<file path="src/rtl/read_temp_pkg.sv">
// Shared constants and FSM state type for the temperature-read datapath.
package read_temp_pkg;
  localparam int ADC_DW = 12;
  localparam int CH_W   = 5;
  localparam int CH_TSD = 17;

  typedef enum logic {ST_SKIP, ST_ACCUM} state_t;
endpackage

</file>
<file path="src/rtl/adc_temp_avg_led_bar.sv">
// Registered 8-LED thermometer bar: led i lights when i <= level, so 1..8 LEDs glow.
module led_bar (
  input  logic       clk,
  input  logic       rst,
  input  logic       en,
  input  logic [2:0] level,
  output logic [7:0] bar
);
  logic [7:0] therm;

  always_comb begin
    therm = '0;
    for (int i = 0; i < 8; i++) therm[i] = (3'(i) <= level);
  end

  always_ff @(posedge clk) begin
    if (rst)     bar <= '0;
    else if (en) bar <= therm;
  end
endmodule

</file>
<file path="src/rtl/adc_temp_avg.sv">
// Channel-filtered box-car averager with warm-up skip, circular RAM log and LED bar.
// Optional macro PEAK_HOLD_EN adds a peak_data register that the LED bar follows.
module adc_temp_avg
  import read_temp_pkg::*;
#(
  parameter int CHANNEL = CH_TSD,
  parameter int LOG2_N  = 4,
  parameter int SKIP    = 4,
  parameter int ADDR_W  = 8
) (
  input  logic              clk,
  input  logic              rst,
  input  logic              adc_valid,
  input  logic [CH_W-1:0]   adc_channel,
  input  logic [ADC_DW-1:0] adc_data,
  output logic              avg_valid,
  output logic [ADC_DW-1:0] avg_data,
  output logic [ADDR_W-1:0] ram_addr,
  output logic [ADC_DW-1:0] ram_data,
  output logic              ram_wren,
  output logic              log_wrapped,
`ifdef PEAK_HOLD_EN
  output logic [ADC_DW-1:0] peak_data,
`endif
  output logic [7:0]        led
);
  localparam int ACC_W = ADC_DW + LOG2_N;
  localparam state_t RST_STATE = (SKIP == 0) ? ST_ACCUM : ST_SKIP;

  // Handshake: a sample moves only in a cycle where adc_valid=1 and the channel
  // matches; there is no back-pressure, every other cycle leaves state untouched.
  state_t              state, state_next;
  logic                accept;
  logic                skip_inc, acc_add, win_done;
  logic [15:0]         skip_cnt;
  logic [LOG2_N-1:0]   cnt;
  logic [ACC_W-1:0]    acc, sum_q;
  logic                done_q;
  logic [ADDR_W-1:0]   wr_ptr;
  logic [ADC_DW-1:0]   new_avg, bar_src;

  assign accept  = adc_valid && (adc_channel == CH_W'(CHANNEL));
  assign new_avg = ADC_DW'(sum_q >> LOG2_N);

  always_ff @(posedge clk) begin
    if (rst) state <= RST_STATE;
    else     state <= state_next;
  end

  always_comb begin
    state_next = state;
    if (state == ST_SKIP && accept && skip_cnt == 16'(SKIP - 1))
      state_next = ST_ACCUM;
  end

  always_comb begin
    skip_inc = accept && (state == ST_SKIP);
    acc_add  = accept && (state == ST_ACCUM) && (cnt != '1);
    win_done = accept && (state == ST_ACCUM) && (cnt == '1);
  end

  // The closing sample goes straight into sum_q so the next window starts at once.
  always_ff @(posedge clk) begin
    if (rst) begin
      skip_cnt <= '0;
      cnt      <= '0;
      acc      <= '0;
      sum_q    <= '0;
      done_q   <= 1'b0;
    end else begin
      done_q <= win_done;
      if (skip_inc) skip_cnt <= skip_cnt + 16'd1;
      if (acc_add) begin
        acc <= acc + ACC_W'(adc_data);
        cnt <= cnt + LOG2_N'(1);
      end
      if (win_done) begin
        sum_q <= acc + ACC_W'(adc_data);
        acc   <= '0;
        cnt   <= '0;
      end
    end
  end

  always_ff @(posedge clk) begin
    if (rst) begin
      avg_valid   <= 1'b0;
      avg_data    <= '0;
      ram_addr    <= '0;
      ram_data    <= '0;
      ram_wren    <= 1'b0;
      wr_ptr      <= '0;
      log_wrapped <= 1'b0;
    end else begin
      avg_valid <= done_q;
      ram_wren  <= done_q;
      if (done_q) begin
        avg_data <= new_avg;
        ram_data <= new_avg;
        ram_addr <= wr_ptr;
        wr_ptr   <= wr_ptr + ADDR_W'(1);
        if (&wr_ptr) log_wrapped <= 1'b1;
      end
    end
  end

`ifdef PEAK_HOLD_EN
  logic [ADC_DW-1:0] peak_next;
  assign peak_next = (new_avg > peak_data) ? new_avg : peak_data;
  assign bar_src   = peak_next;

  always_ff @(posedge clk) begin
    if (rst)         peak_data <= '0;
    else if (done_q) peak_data <= peak_next;
  end
`else
  assign bar_src = new_avg;
`endif

  led_bar u_led_bar (
    .clk  (clk),
    .rst  (rst),
    .en   (done_q),
    .level(bar_src[ADC_DW-1:ADC_DW-3]),
    .bar  (led)
  );
endmodule

</file>
<file path="config.mk">
export PLATFORM = sky130hd
export DESIGN_NAME = adc_temp_avg
export DESIGN_NICKNAME = d
export VERILOG_FILES = /design/src/rtl/read_temp_pkg.sv /design/src/rtl/adc_temp_avg_led_bar.sv /design/src/rtl/adc_temp_avg.sv
export SDC_FILE = /design/constraint.sdc
export NUM_CORES = 1
export LEC_CHECK = 0
export CAP_MARGIN = 10
export CORE_MARGIN = 5
export CORE_UTILIZATION = 49
export CTS_CLUSTER_SIZE = 25
export DETAILED_ROUTE_END_ITERATION = 16
export GPL_TIMING_DRIVEN = 0
export HOLD_SLACK_MARGIN = 0.08
export PLACE_DENSITY_LB_ADDON = 0.05
export SYNTH_ARGS = -nofsm -noshare
export SYNTH_HDL_FRONTEND = slang
export SYNTH_SLANG_ARGS = --single-unit
</file>
<file path="constraint.sdc">
create_clock -name clk -period 2.4 [get_ports clk]
set_input_delay 0.6 -clock clk [delete_from_list [all_inputs] [get_ports clk]]
set_output_delay 0.6 -clock clk [all_outputs]
set_load 0.05 [all_outputs]
</file>
Word-level counts from Yosys, hierarchy flattened
Index checks and enable logic that the tools add are counted.
W data, S select, Z words.
Word-level totals
  output and inout port bits: 43
  bits of input ports: 20
  bits in registers: 92
  word-level logic and storage cells: 37
Operators by class
  order comparisons: 8
  $add $sub $neg: 4
  reductions and logical operators: 8
  bitwise logic cells: 1
  equal/unequal tests: 4
Operators with widths (number)
  $add A16 B1 Y16 const B: 1
  $add A16 B12 Y16: 1
  $eq A16 B2 Y1 const B: 1
  $le A3 B3 Y1 const A: 4
  $reduce_and A9 Y1: 1
  $add A8 B1 Y8 const B: 1
  $le A1 B3 Y1 const A: 2
  $le A2 B3 Y1 const A: 2
  $logic_and A1 B1 Y1: 6
  $eq A5 B5 Y1 const B: 1
  $add A4 B1 Y4 const B: 1
  $eq A4 B4 Y1 const B: 1
  $ne A4 B4 Y1 const B: 1
  $reduce_or A2 Y1: 1
  $not A1 Y1: 1

Depth between registers and ports, before layout
Gate-level depths: netlist of the first run.
  word-level depth: 5
  mapped depth: 8
  depth with buffers taken out: 8

Hierarchy
From an unflattened synthesis of the first run, not the netlist that was laid out.
Unflattened totals
  cell total of the unflattened synthesis: 473
  area total of the unflattened synthesis: 4230.3 um^2
By module, submodules not included
  adc_temp_avg: sequential area each 1601.5 um^2, area an instance 3933.8 um^2, instances 1, cells an instance 441
  led_bar: sequential area each 160.2 um^2, area an instance 296.5 um^2, instances 1, cells an instance 32

Worst setup path before layout of the first run
OpenSTA, ideal clock, no wires.
  path kind: input -> register
  from: in adc_data[0]
  to: reg acc[12]
  path buffers: 0
  stages: 8
  setup slack: -51 ps
  setup time: 132 ps
  required time: 2268 ps
  arrival: 2319 ps
  cell sequence: ha_1 > fa_1 > a211oi_1 > o21bai_1 > a21o_1 > a21boi_0 > or4_1 > o311ai_1
On the way
  longest elaborated chain between the ends: 1
RTL lines
  start: declaration: line adc_temp_avg.sv:15  | input logic [ADC_DW-1:0] adc_data,
  $add A16 B12 Y16: line adc_temp_avg.sv:74  | acc <= acc + ACC_W'(adc_data);
  end signal: assignment: line adc_temp_avg.sv:74
  end: declaration: line adc_temp_avg.sv:37  | logic [ACC_W-1:0] acc, sum_q;
No other way between the ends.
A chain may end at the register's enable or synchronous reset.

Final worst setup path of the first run
  from: in adc_data[7]
  to: reg sum_q[13]
On the way
  longest elaborated chain between the ends: 1
RTL lines
  $add A16 B12 Y16: line adc_temp_avg.sv:78  | sum_q <= acc + ACC_W'(adc_data);
  end signal: assignment: line adc_temp_avg.sv:78
  end: declaration: line adc_temp_avg.sv:37
No other way between the ends.

==> results.txt, run 1 <==
- The run finished, with violations left.
- The final reports fail on setup timing.
- Max-cap violations in this run came to 0.
- Clock-pin slew was measured on the worst setup and hold paths at 0.09 ns.
* Final hold viol count: 0
- Iteration-0 DRC count of the detailed router: 101
- 0 antenna diodes ended up in the layout.
* Synthesized instance count: 454
* Achievable clock frequency: 415 MHz
- Ratio of cells with drive above 1 in the final layout: 13.7%
- Entering global routing, the biggest net connects 19 pins.
* Global-route wire length before repair: 15.6 mm
* Residual DRC count: 0
- Setup slack of the critical path after layout: -0.0111 ns
- Critical path data arrival time: 2.66 ns
- The number of global-route vias before repair is 3199.
- The number of antenna violations at the first check in global routing is 0.
- Setup violations remaining at the end of the flow were counted as 1.
- The floorplan step set the die width to 102 microns.
* Synth warn: 0
* Buffers on Ports: 62
* Cell Int Power: 1.93 mW
* Cell depth of the worst min-delay path: 2
* Total overflow reported by the global router: 0
- Setup repair after global routing could not meet its margin everywhere.
- Fraction of synthesis flops using an asynchronous set or reset pin: 0%
- Post-synthesis instance area: 4120 sq um
* Number of CTS-inserted buffers: 9
- Summed over all nets, the switching power comes to 0.694 mW.
- Die outline area: 10300 sq um
- Least-Margin Pin Slew: 0.728 ns
- Count of clock tree sinks: 88
* Distinct cell type count after synthesis: 57
* Clock network fraction of total power: 39.0%
- TritonCTS built the clock tree.
- Synthesis inferred 88 register bits.
- Using the TritonRoute via totals, the vias-per-cell ratio works out to 5.33.
- The core region is 8220 sq um.
- Portion of total power attributed to combinational logic: 5.1%
* GP Congestion: 0.833
- After legalization and detailed placement, the total HPWL measured 6.72 mm.
* Clock root buffer: sky130_fd_sc_hd__clkbuf_8
* Post-route fraction of the period consumed by the critical path: 100%
- Of the total power, the share spent switching nets is 26.4%.
- When the netlist entered floorplanning its net count stood at 490.
* Leakage power figure: 1.98 nW
* Via count: 3442
* Per-instance average area after synthesis: 9.08 sq um
* Category of the critical setup timing path: in -> reg
- Row cnt: 33
- Subtracting the final worst setup slack from the clock period gives 2.41 ns.
- The H-tree was split into 3 levels.
* Initial core utilization: 50.2%
- STA classifies the critical path endpoint as a register.
* Startpoint types: input port
- Hold Slack: 0.472 ns
- Of the total power, registers draw 55.9%.
* Max Root-Sink Buffers: 2
- Worst endpoint required time: 2.64 ns
* Top cell type by total area after synthesis: sky130_fd_sc_hd__dfxtp_1
* Detailed Routing Iterations Pass 1: 4
- Summing all placed instances gives a cell area of 4880 sq um.
- Count of boundary I/O pins: 63
* Top cell type's share of synthesized area: 42.7%
- After synthesis, the cell types taking the most area are sky130_fd_sc_hd__dfxtp_1 43%, sky130_fd_sc_hd__nor2_1 6.5%, sky130_fd_sc_hd__mux2i_1 5.3%.
* Post-detailed-routing wire length: 9.55 mm
- After the last flow step, the layout net total stands at 572.
* Post-DRT Antenna Nets: 0
- Along the worst path, the maximum fanout reaches 9.
* Peak supply drop: 0.000277 V
* Most instantiated flip-flop cell in the synthesis netlist: sky130_fd_sc_hd__dfxtp_1
- For the worst flop-to-flop path, the logic depth is 9.
* Number of buffers added to fix hold violations after cts: 0
- Clock skew on the completed layout was measured at 0.0164 ns.
* Clock insertion delay at the later pin of the skew report: 0.37 ns
* Max-slew violation total from the final report: 0
* Synth-to-Final Area Change: 27.5%
- Fill cell count: 703
* Layout Cell Area excl Fill: 5260 sq um
* Part of the Yosys area used for sequential elements: 42.7%
* Number of enable-type register cells in the synthesized netlist: 0
- Total track usage: 19.0%
* Die Span Y: 102 microns
* Cell area power density: 499 nW/um^2
* Routed len/inst: 14.8 microns
- In this run the worst hold path is classified as reg -> reg.
- Relative slew margins: 51.5%
## placed cells by master, fill, tap and decap left out, types with 5 or more instances in the layout
cell type                          n
sky130_fd_sc_hd__clkbuf_1         13
sky130_fd_sc_hd__xnor2_1          13
sky130_fd_sc_hd__nand2b_1          5
sky130_fd_sc_hd__nor2_1           69
sky130_fd_sc_hd__nand3_1          14
sky130_fd_sc_hd__clkdlybuf4s50_1  59
sky130_fd_sc_hd__clkbuf_8          9
sky130_fd_sc_hd__dfxtp_1          88
sky130_fd_sc_hd__ha_1             10
sky130_fd_sc_hd__a22o_1            5
sky130_fd_sc_hd__mux2i_1          22
sky130_fd_sc_hd__o21ai_0          12
sky130_fd_sc_hd__a21o_1            6
sky130_fd_sc_hd__a21oi_1          26
sky130_fd_sc_hd__xor2_1           21
sky130_fd_sc_hd__and4_1            5
sky130_fd_sc_hd__and3_1            5
sky130_fd_sc_hd__buf_4            26
sky130_fd_sc_hd__nand2_1          27
sky130_fd_sc_hd__nand4_1          12
## layout make-up
type                            count  area, sq um  area share (%)
Sequential cell                    88         1760            33.5
Multi-Input combinational cell    322         2220            42.2
Tap cell                          105          131            2.50
Clock buffer                        9          124            2.36
Clock inverter                      7         75.1            1.43
Inverter                            5         23.8           0.452
Buffer                             38          224            4.26
Timing Repair Buffer               72          699            13.3
## worst max-delay path: stages
cell,delay [ns]
sky130_fd_sc_hd__clkdlybuf4s50_1,0.41
sky130_fd_sc_hd__ha_1,0.30
sky130_fd_sc_hd__buf_6,0.13
sky130_fd_sc_hd__nand4_1,0.20
sky130_fd_sc_hd__nor2_4,0.21
sky130_fd_sc_hd__o211ai_1,0.15
sky130_fd_sc_hd__buf_4,0.17
sky130_fd_sc_hd__a21oi_2,0.18
sky130_fd_sc_hd__xnor2_1,0.19
sky130_fd_sc_hd__o21ai_0,0.10
## cell usage after synthesis, types with 2 or more instances
| cell | count |
|---|---|
| sky130_fd_sc_hd__a21oi_1 | 28 |
| sky130_fd_sc_hd__and4_1 | 5 |
| sky130_fd_sc_hd__nor2_1 | 71 |
| sky130_fd_sc_hd__inv_1 | 4 |
| sky130_fd_sc_hd__or3_1 | 4 |
| sky130_fd_sc_hd__nand3_1 | 14 |
| sky130_fd_sc_hd__a22oi_1 | 4 |
| sky130_fd_sc_hd__dfxtp_1 | 88 |
| sky130_fd_sc_hd__xnor2_1 | 13 |
| sky130_fd_sc_hd__a211o_1 | 2 |
| sky130_fd_sc_hd__buf_4 | 16 |
| sky130_fd_sc_hd__nor4_1 | 3 |
| sky130_fd_sc_hd__a41oi_1 | 2 |
| sky130_fd_sc_hd__and3_1 | 5 |
| sky130_fd_sc_hd__nor2b_1 | 2 |
| sky130_fd_sc_hd__buf_2 | 5 |
| sky130_fd_sc_hd__a21o_1 | 6 |
| sky130_fd_sc_hd__a21boi_0 | 2 |
| sky130_fd_sc_hd__ha_1 | 15 |
| sky130_fd_sc_hd__nor3_1 | 4 |
| sky130_fd_sc_hd__xor2_1 | 21 |
| sky130_fd_sc_hd__a22o_1 | 5 |
| sky130_fd_sc_hd__mux2i_1 | 22 |
| sky130_fd_sc_hd__o21ai_0 | 15 |
| sky130_fd_sc_hd__a211oi_1 | 6 |
| sky130_fd_sc_hd__clkbuf_1 | 14 |
| sky130_fd_sc_hd__o221a_2 | 2 |
| sky130_fd_sc_hd__nand4_1 | 12 |
| sky130_fd_sc_hd__nand2_1 | 27 |
| sky130_fd_sc_hd__buf_1 | 2 |
| sky130_fd_sc_hd__and2_1 | 2 |
| sky130_fd_sc_hd__nand2b_1 | 5 |
| sky130_fd_sc_hd__o211ai_1 | 4 |
## kinds of logic (layout without fill, tap and decap cells)
family / Yosys count / in the layout / share of synthesized area (%)
AND/OR/NAND/NOR: 161 / 161 / 19.3
AO/OA/AOI/OAI: 89 / 89 / 14.4
flip-flops: 88 / 88 / 42.7
buffers and inverters: 44 / 131 / 5.95
XOR/XNOR: 34 / 34 / 7.22
multiplexers: 22 / 22 / 5.34
adder cells (fa/ha/maj): 16 / 16 / 5.04
## flip-flops by register name (all words and copies together), names as in the netlist, 4 cells and up
signal / count
cnt: 4
ram_addr: 8
ram_data: 12
acc: 16
wr_ptr: 8
sum_q: 12
u_led_bar.bar: 8
skip_cnt: 16
## power by group through the flow
stage	Clock, mW	Combinational (mW)	Sequential [mW]
after floorplan	0	0.0636	1.50
after global placement	0	0.121	1.50
after detailed placement	0	0.123	1.50
after CTS	1.04	0.126	1.47
after global routing	1.11	0.147	1.47
final	1.02	0.134	1.47
## timing repair
item,4_1_cts,5_1_grt
resized for setup,11,18
pin swaps,12,11
setup buffers,6,4
setup endpoints to repair,13,13
## per-layer routing
layer | global-route usage, % | vias to the layer above | wire, microns
li1 | - | 1757 | -
met1 | 26.4 | 1594 | 4620
met2 | 29.5 | 81 | 4290
met3 | 4.20 | 10 | 532
met4 | 5.62 | 0 | 104
met5 | 0 | - | 0
## worst paths after layout
| check | startpoint | end | slack, ns |
|---|---|---|---|
| hold / removal | sum_q[12]$_SDFFE_PP0P_ | sum_q[12]$_SDFFE_PP0P_ | 0.47 |
| hold reg to reg | sum_q[12]$_SDFFE_PP0P_ | sum_q[12]$_SDFFE_PP0P_ | 0.47 |
| setup / recovery | adc_data[7] | sum_q[13]$_SDFFE_PP0P_ | -0.01 |
| setup reg to reg | acc[0]$_SDFFE_PP0P_ | acc[6]$_SDFFE_PP0P_ | 0.25 |
## stage by stage
step           setup WS (ns)  utilization (%)  power, mW  TNS (ns)  std cells
2_1_floorplan         0.0353                -       1.56         0        454
3_3_place_gp          -0.610             59.4       1.62    -10.36        621
3_5_place_dp          -0.612             59.4       1.62    -10.87        621
5_1_grt              -0.0620             64.0       2.73    -0.203        646
4_1_cts               0.0178             62.7       2.63         0        642
6_report             -0.0111             64.0       2.63   -0.0111        646
Power figures use the tool's default switching activity.
==> run 2, diff against run 1 <==
- ABC_AREA: default -> 0
- CORE_UTILIZATION: 49 -> 50
- CTS_BUF_LIST: default -> sky130_fd_sc_hd__clkbuf_8
- RECOVER_POWER: default -> 100
==> results.txt, run 2 (synthesized netlist as in run 1, its figures left out) <==
- The run finished with clean final reports.
- Half-perimeter wire length after detailed placement: 6.80 mm
- The clock passes through at most 2 buffers.
- Once detail routing completed, the nets flagged for antenna violations numbered 0.
- Buffers on Ports: 62
- The first TritonRoute pass finished after 4 iterations.
- At the end of routability-driven placement, the weighted congestion stood at 0.818.
* Max-slew violation total from the final report: 0
* Clock transition at the registers of the reported paths: 0.08 ns
* Peak supply drop: 0.000333 V
* Launch instance of the worst min-delay path: acc[0]$_SDFFE_PP0P_
* Floorplan die width: 101 microns
* Top flop regs: acc x16, skip_cnt x16
- Initial core utilization: 50.7%
* Layout Cell Area excl Fill: 5260 sq um
- Count of clock tree sinks: 88
- Setup slack of the critical path after layout: 0.0563 ns
* Ratio of cells with drive above 1 in the final layout: 13.0%
* Layout net count: 568
* Placement Setup Slack: -0.630 ns
- The number of global-route vias before repair is 3287.
- Routed len/inst: 14.6 microns
- The die covers 10200 sq um.
* Iteration-0 DRC count of the detailed router: 81
- Relative to the synthesized area, the layout overhead comes to 27.6%.
- For the worst setup path, the data required time is 2.65 ns.
- For the worst setup path, the data arrival time is 2.59 ns.
- For this design, the CTS-stage hold fixing added 0 buffers.
- Cell area power density: 530 nW/um^2
- The number of antenna diodes in the final layout is 0.
- Category of the critical setup timing path: in -> reg
* Residual DRC count: 0
- Number of CTS-inserted buffers: 9
- Dividing the final minimum period by the clock period gives 97.7%.
- Entering global routing, the biggest net connects 17 pins.
* Post-Place Cell Area: 4880 sq um
- The total overflow left after global routing is 0.
* Die Span Y: 101 microns
- Total track usage: 18.9%
* Startpoint types: input port
- The worst setup path is captured at a register.
- Global-route wire length before repair: 15.4 mm
- TritonCTS built the clock tree.
- Area inside the core boundary: 8130 sq um
- The number of hold-slack violations in the final timing report was 0.
- Worst-path maximum fanout: 9
* Row cnt: 33
* CTS H-tree lvls: 3
- The worst hold path belongs to the class reg -> reg.
* Via count: 3461
* Clock insertion delay at the later pin of the skew report: 0.36 ns
- At the pin with the least slew margin, the transition time is 0.734 ns.
- The most critical setup path has its startpoint at adc_data[7].
* Most common library cell in the layout ignoring fill and taps: sky130_fd_sc_hd__dfxtp_1
- Minimum period implied by the final worst setup slack: 2.34 ns
- The startpoint identified for the worst register-to-register timing path is acc[0]$_SDFFE_PP0P_.
* Achievable clock frequency: 427 MHz
- Summed over all cells, the static leakage comes to 2.12 nW.
- Number of antenna violations at the first check in global routing: 0
- Clock tree synthesis selected as its root buffer the cell sky130_fd_sc_hd__clkbuf_8.
- Final setup violating endpoints: 0
- Using the TritonRoute via totals, the vias-per-cell ratio works out to 5.39.
- For the final database, setup skew stands at 0.0126 ns.
* Highest-count cells in the layout ignoring fill and taps: 88 x sky130_fd_sc_hd__dfxtp_1, 69 x sky130_fd_sc_hd__nor2_1, 40 x sky130_fd_sc_hd__dlygate4sd3_1
* Count of boundary I/O pins: 63
* Count of max-cap constraint violations: 0
- In this run the tightest slew margin relative to its limit is 51.0%.
- Post-detailed-routing wire length: 9.37 mm
-- run 2: final timing paths --
kind / endpoint / slack [ns] / depth (start not counted)
min reg2reg: acc[0]$_SDFFE_PP0P_ / 0.47 / 2
max: sum_q[15]$_SDFFE_PP0P_ / 0.06 / 9
min: acc[0]$_SDFFE_PP0P_ / 0.47 / 2
max reg2reg: acc[10]$_SDFFE_PP0P_ / 0.23 / 8
-- run 2: cell type report --
class                   count  area [sq um]
fillers                   699          2870
multi-input cells         322          2220
flip-flops and latches     88          1760
repair buffers             67           661
plain buffers              39           234
clock buffers              10           138
well taps                 105           131
clock inverters             6          95.1
inverters                   5          23.8
-- run 2: what timing repair did --
action | CTS | global route
gates resized for setup | 16 | 19
endpoints found under the hold margin | 0 | 0
pin swaps | 14 | 18
setup buffers | 2 | 3
setup endpoints to repair | 14 | 12
cloned | 0 | 0
-- run 2: power by group --
part | internal, mW | switching [mW] | total, mW | leakage, nW
registers | 1.46 | 0.00340 | 1.47 | 0.709
logic | 0.0565 | 0.0746 | 0.131 | 1.30
clock network | 0.628 | 0.566 | 1.19 | 0.118
-- run 2: metal layers --
layer | global-route usage (%) | vias up | wire (microns)
li1 | - | 1750 | -
met5 | 0 | - | 0
met2 | 30.4 | 82 | 4340
met1 | 25.6 | 1618 | 4370
met3 | 3.74 | 11 | 536
met4 | 5.91 | 0 | 125
-- run 2: through the flow --
| stage | TNS, ns | hold slack (ns) | utilization (%) | cells | power, mW |
|---|---|---|---|---|---|
| finish | 0 | 0.465 | 64.7 | 642 | 2.79 |
| CTS | 0 | 0.466 | 63.5 | 639 | 2.81 |
| global placement | -10.68 | 0.442 | 60.0 | 621 | 1.62 |
| detailed placement | -11.58 | 0.453 | 60.0 | 621 | 1.62 |
| global route | -0.0390 | 0.480 | 64.7 | 642 | 2.89 |
| floorplan | 0 | 0.425 | - | 454 | 1.56 |
-- run 2: critical path, cell delays in order --
cell	delay [ns]
sky130_fd_sc_hd__clkdlybuf4s50_1	0.41
sky130_fd_sc_hd__ha_1	0.31
sky130_fd_sc_hd__buf_6	0.14
sky130_fd_sc_hd__nand4_1	0.17
sky130_fd_sc_hd__nor2_2	0.20
sky130_fd_sc_hd__o211ai_1	0.19
sky130_fd_sc_hd__a211oi_4	0.33
sky130_fd_sc_hd__xnor2_2	0.16
sky130_fd_sc_hd__o21ai_1	0.08
